[config.mk]
export PLATFORM = sky130hd
export DESIGN_NAME = mem_access_stage_flat
export DESIGN_NICKNAME = d
export VERILOG_FILES = /design/src/rtl/mem_access_stage_if.sv /design/src/rtl/mem_access_stage.sv /design/src/flat_wrapper.sv
export SDC_FILE = /design/constraint.sdc
export NUM_CORES = 1
export LEC_CHECK = 0
export CAP_MARGIN = 20
export CORE_MARGIN = 1
export CORE_UTILIZATION = 45
export CTS_BUF_LIST = sky130_fd_sc_hd__clkbuf_4
export DETAILED_ROUTE_END_ITERATION = 8
export MAX_ROUTING_LAYER = met4
export PLACE_DENSITY = 0.85
export SLEW_MARGIN = 10
export SYNTH_ARGS = -nofsm -noshare
export SYNTH_HDL_FRONTEND = slang
export SYNTH_SLANG_ARGS = --single-unit
[constraint.sdc]
create_clock -name clk -period 2.3 [get_ports clk]
set_clock_uncertainty 0.15 [all_clocks]
set_input_delay 0.46 -clock clk [delete_from_list [all_inputs] [get_ports clk]]
set_output_delay 0.46 -clock clk [all_outputs]
set_load 0.005 [all_outputs]
[src/rtl/mem_access_stage_if.sv]
// Data-memory request/ready bus between the memory-access stage (master)
// and the data memory (slave).
interface mem_access_stage_if;
    logic [31:0] memAddr;
    logic [31:0] memWrData;
    logic        memRead;
    logic        memWrite;
    logic [31:0] memRdData;
    logic        memReady;

    modport master (
        output memAddr, memWrData, memRead, memWrite,
        input  memRdData, memReady
    );

    modport slave (
        input  memAddr, memWrData, memRead, memWrite,
        output memRdData, memReady
    );
endinterface

[src/rtl/mem_access_stage.sv]
// Memory-access stage: issues loads/stores over a request/ready bus, stalls
// upstream while busy, and registers the selected writeback into MEM/WB.
module mem_access_stage #(
    parameter int          TIMEOUT  = 16,
    parameter logic [31:0] ERR_DATA = 32'hDEADBEEF
) (
    input  logic                      clk,
    input  logic                      reset,
    input  logic [3:0]                inWrtIndex,
    input  logic                      inRegWrEn,
    input  logic [1:0]                inMulSel,
    input  logic [31:0]               inAluOut,
    input  logic [31:0]               inData2Out,
    input  logic [31:0]               inPC,
    input  logic                      inIsLoad,
    input  logic                      inIsStore,
    output logic                      memStall,
    mem_access_stage_if.master        mem,
    output logic [3:0]                outWrtIndex,
    output logic                      outRegWrEn,
    output logic [31:0]               outWrtData,
    output logic [31:0]               outPC,
    output logic                      memError
);

    typedef enum logic {IDLE, BUSY} state_e;

    state_e      state_q, state_d;
    logic [7:0]  cnt_q, cnt_d;
    logic [31:0] addr_q, addr_d;
    logic [31:0] wdata_q, wdata_d;
    logic        rd_q, rd_d;
    logic        wr_q, wr_d;
    logic [3:0]  idx_q, idx_d;
    logic        wen_q, wen_d;
    logic [31:0] wb_data_q, wb_data_d;
    logic [31:0] pc_q, pc_d;
    logic        err_q, err_d;
    // Request context held for the whole access; the ALU value is addr_q.
    logic [3:0]  lat_idx_q, lat_idx_d;
    logic        lat_wen_q, lat_wen_d;
    logic [1:0]  lat_sel_q, lat_sel_d;
    logic [31:0] lat_pc_q, lat_pc_d;

    logic        is_mem;
    logic        aligned;
    logic        timed_out;

    function automatic logic [31:0] wb_mux(input logic [1:0] sel, input logic [31:0] alu,
                                           input logic [31:0] mdata, input logic [31:0] pc);
        case (sel)
            2'd1:    return mdata;
            2'd2:    return pc + 32'd4;
            default: return alu;
        endcase
    endfunction

    assign is_mem    = inIsLoad || inIsStore;
    assign aligned   = (inAluOut[1:0] == 2'b00);
    assign timed_out = (cnt_q == 8'(TIMEOUT - 1));

    always_comb begin
        state_d   = state_q;
        cnt_d     = cnt_q;
        addr_d    = addr_q;
        wdata_d   = wdata_q;
        rd_d      = rd_q;
        wr_d      = wr_q;
        idx_d     = idx_q;
        wen_d     = wen_q;
        wb_data_d = wb_data_q;
        pc_d      = pc_q;
        err_d     = err_q;
        lat_idx_d = lat_idx_q;
        lat_wen_d = lat_wen_q;
        lat_sel_d = lat_sel_q;
        lat_pc_d  = lat_pc_q;
        memStall  = 1'b0;

        case (state_q)
            IDLE: begin
                if (is_mem && aligned) begin
                    memStall  = 1'b1;
                    state_d   = BUSY;
                    cnt_d     = 8'd0;
                    addr_d    = inAluOut;
                    wdata_d   = inData2Out;
                    rd_d      = inIsLoad;
                    wr_d      = inIsStore;
                    lat_idx_d = inWrtIndex;
                    lat_wen_d = inRegWrEn;
                    lat_sel_d = inMulSel;
                    lat_pc_d  = inPC;
                    wen_d     = 1'b0;
                end else begin
                    // Misaligned accesses retire immediately with error data.
                    idx_d     = inWrtIndex;
                    pc_d      = inPC;
                    wen_d     = inRegWrEn && !inIsStore;
                    wb_data_d = wb_mux(inMulSel, inAluOut, is_mem ? ERR_DATA : 32'd0, inPC);
                    if (is_mem)
                        err_d = 1'b1;
                end
            end
            BUSY: begin
                memStall = !(mem.memReady || timed_out);
                if (mem.memReady || timed_out) begin
                    state_d   = IDLE;
                    rd_d      = 1'b0;
                    wr_d      = 1'b0;
                    idx_d     = lat_idx_q;
                    pc_d      = lat_pc_q;
                    wen_d     = lat_wen_q && rd_q;
                    wb_data_d = wb_mux(lat_sel_q, addr_q,
                                       mem.memReady ? mem.memRdData : ERR_DATA, lat_pc_q);
                    if (!mem.memReady)
                        err_d = 1'b1;
                end else begin
                    cnt_d = cnt_q + 8'd1;
                end
            end
            default: state_d = IDLE;
        endcase
    end

    always_ff @(posedge clk) begin
        if (!reset) begin
            state_q   <= IDLE;
            cnt_q     <= '0;
            addr_q    <= '0;
            wdata_q   <= '0;
            rd_q      <= 1'b0;
            wr_q      <= 1'b0;
            idx_q     <= '0;
            wen_q     <= 1'b0;
            wb_data_q <= '0;
            pc_q      <= '0;
            err_q     <= 1'b0;
            lat_idx_q <= '0;
            lat_wen_q <= 1'b0;
            lat_sel_q <= '0;
            lat_pc_q  <= '0;
        end else begin
            state_q   <= state_d;
            cnt_q     <= cnt_d;
            addr_q    <= addr_d;
            wdata_q   <= wdata_d;
            rd_q      <= rd_d;
            wr_q      <= wr_d;
            idx_q     <= idx_d;
            wen_q     <= wen_d;
            wb_data_q <= wb_data_d;
            pc_q      <= pc_d;
            err_q     <= err_d;
            lat_idx_q <= lat_idx_d;
            lat_wen_q <= lat_wen_d;
            lat_sel_q <= lat_sel_d;
            lat_pc_q  <= lat_pc_d;
        end
    end

    assign mem.memAddr   = addr_q;
    assign mem.memWrData = wdata_q;
    assign mem.memRead   = rd_q;
    assign mem.memWrite  = wr_q;
    assign outWrtIndex   = idx_q;
    assign outRegWrEn    = wen_q;
    assign outWrtData    = wb_data_q;
    assign outPC         = pc_q;
    assign memError      = err_q;

endmodule

[src/flat_wrapper.sv]
// flat-port wrapper written by rule: the top's interface ports become plain ports
module mem_access_stage_flat 
#(
    parameter int          TIMEOUT  = 16,
    parameter logic [31:0] ERR_DATA = 32'hDEADBEEF
)
  (clk, reset, inWrtIndex, inRegWrEn, inMulSel, inAluOut, inData2Out, inPC, inIsLoad, inIsStore, memStall, outWrtIndex, outRegWrEn, outWrtData, outPC, memError, mem_memAddr, mem_memWrData, mem_memRead, mem_memWrite, mem_memRdData, mem_memReady);
  mem_access_stage_if mem_i ();
  input  logic clk;
  input  logic reset;
  input  logic [3:0] inWrtIndex;
  input  logic inRegWrEn;
  input  logic [1:0] inMulSel;
  input  logic [31:0] inAluOut;
  input  logic [31:0] inData2Out;
  input  logic [31:0] inPC;
  input  logic inIsLoad;
  input  logic inIsStore;
  output logic memStall;
  output logic [3:0] outWrtIndex;
  output logic outRegWrEn;
  output logic [31:0] outWrtData;
  output logic [31:0] outPC;
  output logic memError;
  output wire logic [$bits(mem_i.memAddr)-1:0] mem_memAddr;
  output wire logic [$bits(mem_i.memWrData)-1:0] mem_memWrData;
  output wire logic [$bits(mem_i.memRead)-1:0] mem_memRead;
  output wire logic [$bits(mem_i.memWrite)-1:0] mem_memWrite;
  input wire logic [$bits(mem_i.memRdData)-1:0] mem_memRdData;
  input wire logic [$bits(mem_i.memReady)-1:0] mem_memReady;
  assign mem_memAddr = mem_i.memAddr;
  assign mem_memWrData = mem_i.memWrData;
  assign mem_memRead = mem_i.memRead;
  assign mem_memWrite = mem_i.memWrite;
  assign mem_i.memRdData = mem_memRdData;
  assign mem_i.memReady = mem_memReady;
  mem_access_stage #(.TIMEOUT(TIMEOUT), .ERR_DATA(ERR_DATA)) u_core (.clk(clk), .reset(reset), .inWrtIndex(inWrtIndex), .inRegWrEn(inRegWrEn), .inMulSel(inMulSel), .inAluOut(inAluOut), .inData2Out(inData2Out), .inPC(inPC), .inIsLoad(inIsLoad), .inIsStore(inIsStore), .memStall(memStall), .mem(mem_i), .outWrtIndex(outWrtIndex), .outRegWrEn(outRegWrEn), .outWrtData(outWrtData), .outPC(outPC), .memError(memError));
endmodule
# [Yosys cells after proc, flatten, opt, wreduce, memory -nomap -nowiden]
# Cells that the tools add are included.
# W data, S select, Z words.
[op_classes] n_reduce_logical=13 muxes=33 n_bitwise=1 n_addsub=3 n_eq_ne=11
[ops] operator="$pmux W32 S2" count=4
[ops] operator="$mux W32" count=6
[ops] operator="$add A32 B3 Y32 const B" count=2
[ops] operator="$mux W8" count=2
[ops] operator="$pmux W8 S2" count=1
[ops] operator="$pmux W1 S2" count=6
[ops] operator="$mux W1" count=11
[ops] operator="$add A8 B1 Y8 const B" count=1
[ops] operator="$eq A8 B4 Y1 const B" count=1
[ops] operator="$mux W4" count=2
[ops] operator="$ne A2 B2 Y1 const B" count=4
[ops] operator="$pmux W4 S2" count=1
[ops] operator="$reduce_and A2 Y1" count=4
[ops] operator="$eq A2 B1 Y1 const B" count=2
[ops] operator="$eq A2 B2 Y1 const B" count=2
[ops] operator="$ne A2 B1 Y1 const B" count=2
[ops] operator="$reduce_and A4 Y1" count=1
[ops] operator="$logic_and A1 B1 Y1" count=3
[ops] operator="$logic_not A1 Y1" count=2
[ops] operator="$logic_not A2 Y1" count=1
[ops] operator="$logic_or A1 B1 Y1" count=2
[ops] operator="$not A1 Y1" count=1
[word_totals] register_bits=184 output_inout_bits=137 wordCells=76 in_bits=140

# [Depth between registers and ports, before layout]
# Gate-level depths: netlist (run 1).
[logic_depth] word_depth=5 mapped_depth=10 depth_no_buf=8

# [Worst setup path before layout (run 1)]
# No wires, ideal clock.
[synth_timing] kind="in2reg" startpoint="in inPC[5]" endpoint="reg u_core.wb_data_q[19] (netlist: u_core.outWrtData[19])" cell_stages=7 required_ns=2.084 setup_ns=0.066 n_path_buf=1 slack_ns=0.081 arrival_ns=2.002 path_cell_list="clkbuf_1 > nand3_1 > nor4_4 > nand4_1 > xor2_1 > o311a_1 > a21oi_2"
[synth_between] elab_chain_len=4
[synth_lines] item="start, declared" line_no="flat_wrapper.sv:16" text="input logic [31:0] inPC;"
[synth_lines] item="$add A32 B3 Y32" line_no="mem_access_stage.sv:53" text="2'd2: return pc + 32'd4;"
[synth_lines] item="$pmux W32 S2" line_no="mem_access_stage.sv:51" text="case (sel)"
[synth_lines] item="$mux W32" line_no="mem_access_stage.sv:82" text="if (is_mem && aligned) begin"
[synth_lines] item="$pmux W32 S2" line_no="mem_access_stage.sv:80" text="case (state_q)"
[synth_lines] item="end signal, assigned" line_no="mem_access_stage.sv:152" text="wb_data_q <= wb_data_d;"
[synth_lines] item="end, declared" line_no="mem_access_stage.sv:36" text="logic [31:0] wb_data_q, wb_data_d;"
# No other way between the ends. The select of a mux whose other input is x is not followed.
# A chain may end at the register's enable or synchronous reset.

# [Worst setup path after layout (run 1)]
[layout_timing] startpoint="reg u_core.cnt_q[4]" endpoint="out memStall"
[layout_between] elab_chain_len=4
[layout_lines] item="start, declared" line_no="mem_access_stage.sv:29" text="logic [7:0] cnt_q, cnt_d;"
[layout_lines] item="start signal, assigned" line_no="mem_access_stage.sv:145" text="cnt_q <= cnt_d;"
[layout_lines] item="$eq A8 B4 Y1" line_no="mem_access_stage.sv:60" text="assign timed_out = (cnt_q == 8'(TIMEOUT - 1));"
[layout_lines] item="$logic_or A1 B1 Y1" line_no="mem_access_stage.sv:106" text="memStall = !(mem.memReady || timed_out);"
[layout_lines] item="$logic_not A1 Y1" line_no="mem_access_stage.sv:106"
[layout_lines] item="$pmux W1 S2" line_no="mem_access_stage.sv:80"
[layout_lines] item="end, declared" line_no="flat_wrapper.sv:19" text="output logic memStall;"
# No other way between the ends.

==> flow_summary_export.csv, run 1 <==
group,metric,value,unit
power,power_per_cell_area,520,nW/um2
drt,dr_total_vias,10500,
clock_tree,deepest_level_of_the_cts_h_tree,4,
worst_hold_path,worst_hold_path.num_cells,2,
outcome,run_status,"complete, but fails checks",
drt,drt_first_iter_violations,984,
synthesis,yosys.cell_types.count,62,
global_routing,first_global_vias,10200,
synthesis,synth_top_area_cells,"dfxtp_1 (39%), nand2_1 (9.3%), a21boi_0 (5.6%), o21ai_0 (4.8%), o211a_1 (4.2%)",
worst_setup_path,rrSetupSlack,0.12,ns
global_routing,antenna_found_initial,3,
timing,fin_ws,-0.0598,ns
floorplanning,core-area,20400,um2
drt,route.detailed.drc,0,
place,portBuffers,276,
clock_tree,clockBufferDepth,2,
floorplanning,floorplan.die.height,147,um
floorplanning,fp-row-count,52,
power,worst_ir_drop_vdd,0.000295,V
floorplanning,design.portCount,277,
place,place_hpwl,26.3,mm
final_layout,syn2layout_area_growth,45.1,%
final_layout,net_count_final,1643,
power,p_leak,5.36,nW
final_layout,final_core_utilization,0.672,
synthesis,synth.avg_cell_area,8.23,um2
flow_run,timing.max_cap.violations,0,
drt,first_pass_iters,6,
synthesis,netlist_instances,1149,
worst_setup_path,required,1.69,ns
worst_hold_path,startpoint_of_the_worst_hold_path,"reset",
synthesis,synthTopCellsByCount,"nand2_1 (235), dfxtp_1 (184), o21ai_0 (91), clkbuf_1 (72), a21boi_0 (71)",
synthesis,number_of_enable_type_register_cells_in_the_synthesized_netlist,0,
floorplanning,die_width,147,um
clock_tree,cts_tree,"built",
timing,rsz0062_at_grt,"true",
timing,max-slew-margin-rel,0.484,
worst_hold_path,timing.hold.worst_endpoint,"u_core.mem.memWrData[4]",
timing,worst_pin_slew,0.773,ns
clock_tree,tritoncts.num_buffers,17,
synthesis,syn-cell-area,9460,um2
floorplanning,floorplan.die_area,21600,um2
synthesis,synth_sequential_area_ratio,0.390,
outcome,violations,"setup timing",
drt,route.detailed.vias_per_inst,5.87,
worst_setup_path,criticalPathCategory,"reg -> out",
global_routing,busiest_layer,"met2",
drt,antenna_violating_nets_post_route,0,
global_routing,grt_overflow,0,
global_routing,grt_first_pass_wirelength,55.1,mm
drt,wire_per_inst,19.9,um
worst_setup_path,arrival,1.75,ns
timing,setup_violators_final,1,
global_routing,grt_util_all_layers,0.337,
timing,min_period_over_period,1.03,
worst_setup_path,timing.critical_path.to_type,"primary output",
place,gp_congestion,0.976,
clock_tree,clk-insertion-delay-late,0.60,ns
clock_tree,clock_sink_total,184,
worst_setup_path,worst_r2r_path_depth,6,
global_routing,global_route.usage.met1,0.416,
global_routing,grt_max_degree,67,
synthesis,yosys_warnings,0,
synthesis,proportion_of_netlist_area_held_by_the_largest_area_contributor,0.390,
drt,sum_of_routed_wire_length_over_all_layers,35.5,mm
timing,fin_worst_hold_slack,0.102,ns
synthesis,synth_fp_nets,1296,
timing,timing.final.hold_violations,0,
worst_setup_path,critical_path.startpoint_type,"flop",
clock_tree,clock-root-buffer,"clkbuf_4",
worst_hold_path,hold_wc_path_type,"in -> reg",
global_routing,met3_usage,0.0537,
clock_tree,cts-hold-fix-buffers,0,
timing,slew_violations,0,
timing,period_minus_slack,2.36,ns
worst_setup_path,path_max_fanout,2,
clock_tree,cts.clk_slew.worst_paths,0.16,ns
synthesis,yosys.cell_count.top_type,"nand2_1",
floorplanning,initial_core_utilization,0.463,
final_layout,post_route_cells_drive_above_1_share,0.140,
timing,max_freq,424,MHz
worst_setup_path,worst_r2r_startpoint,"u_core.lat_pc_q[14]",
global_routing,met2_usage,0.532,
timing,tns,-0.0598,ns
synthesis,ys_async_rst_share,0,
synthesis,postSynthRegisterBits,184,
synthesis,synth_top_cell_by_area,"dfxtp_1",
synthesis,postSynth.topFlopCell,"dfxtp_1",
worst_setup_path,r2r_end,"u_core.outWrtData[19]",
[state kept, by name, summed over array words and instances, names as in the netlist]
signal / count
u_core.outRegWrEn: 1
u_core.cnt_q: 8
u_core.lat_idx_q: 4
u_core.mem.memWrData: 32
u_core.outWrtIndex: 4
u_core.mem.memWrite: 1
u_core.mem.memRead: 1
u_core.memError: 1
u_core.mem.memAddr: 32
u_core.lat_sel_q: 2
u_core.outPC: 32
u_core.state_q: 1
u_core.outWrtData: 32
u_core.lat_pc_q: 32
u_core.lat_wen_q: 1
[report_power, final]
group / internal, mW / switching [mW] / leakage [nW]
Sequential: 3.39 / 0.161 / 1.51
Clock: 0.487 / 1.26 / 0.133
Combinational: 0.995 / 0.836 / 3.72
[timing repair]
action | CTS | global route
endpoints found under the setup margin | 1 | 9
resized for setup | 12 | 5
pin swaps | 3 | 1
buffers inserted | 1 | 1
[cell usage in the layout, fill, tap and decap left out, drive strengths merged, types with 8 or more instances in the layout]
cell type	instances
nor4	10
nor3	19
nand3	36
mux2i	32
a22o	34
nand2b	10
o21ai	91
clkbuf	19
dfxtp	184
o211a	40
nor2b	8
clkdlybuf4s50	274
nand2	235
xnor2	36
a31oi	11
o221ai	10
nand4	22
a21oi	35
buf	147
o21a	8
nor2	32
a21boi	71
xor2	23
and3	15
inv	22
[how the worst max path moves through the flow]
stage	start	end	slack, ns	cells past startpoint
2_1_floorplan	inPC[5]	u_core.outWrtData[19]	0.08	7
3_3_place_gp	inPC[2]	u_core.outWrtData[20]	-0.50	9
3_5_place_dp	inPC[2]	u_core.outWrtData[20]	-0.56	9
4_1_cts	u_core.cnt_q[4]	memStall	-0.1	5
5_1_grt	u_core.cnt_q[4]	memStall	-0.19	5
6_report	u_core.cnt_q[4]	memStall	-0.06	5
[worst max-delay path: stages, from the launching register on]
cell and delay [ns]:
dfxtp_2 0.37, nor4_4 0.27, a41oi_2 0.18, a21oi_4 0.17, inv_2 0.06, buf_6 0.11
[metal layers]
metal  part of all wire  routed length (um)
met5                  0                   0
met4              0.045                1610
met3              0.084                2980
met2               0.47               16500
met1               0.40               14300
[through the flow]
stage / cell area [um2] / std cells / total power, mW / setup WS (ns)
CTS: 13700 / 1779 / 7.11 / -0.0960
floorplan: 9460 / 1149 / 4.30 / 0.0813
detailed placement: 13400 / 1746 / 5.41 / -0.558
global placement: 13400 / 1746 / 5.37 / -0.497
finish: 13700 / 1783 / 7.13 / -0.0598
global route: 13700 / 1783 / 7.43 / -0.194
[layout make-up]
type	count	area, um2
multi-input cells	856	5400
fillers	1675	6710
inverters	16	60.1
flip-flops and latches	184	3690
clock buffers	19	143
well taps	270	338
diodes	4	10.0
clock inverters	13	115
repair buffers	421	3960
[kinds of logic (layout without fill, tap and decap cells)]
| logic type | count (synthesis) | after routing | synth area share |
|---|---|---|---|
| AND/OR/NAND/NOR | 406 | 406 | 0.200 |
| AO/OA/AOI/OAI | 352 | 352 | 0.268 |
| flip-flops | 184 | 184 | 0.390 |
| buffers and inverters | 109 | 469 | 0.0451 |
| XOR/XNOR | 59 | 59 | 0.0547 |
| multiplexers | 32 | 32 | 0.0339 |
| adder cells (fa/ha/maj) | 7 | 7 | 0.00926 |
| other | 0 | 4 | 0 |
(Power assumes the default switching activity.)
==> run 2: changes to the inputs <==
--- a/config.mk
+++ b/config.mk
@@ -9,6 +9,7 @@
 export CORE_MARGIN = 1
 export CORE_UTILIZATION = 45
 export CTS_BUF_LIST = sky130_fd_sc_hd__clkbuf_4
+export CTS_CLUSTER_SIZE = 20
 export DETAILED_ROUTE_END_ITERATION = 8
 export MAX_ROUTING_LAYER = met4
 export PLACE_DENSITY = 0.85
==> results of run 2 <==
Same layout as run 1: the final DEF is identical, and so are final timing and power.
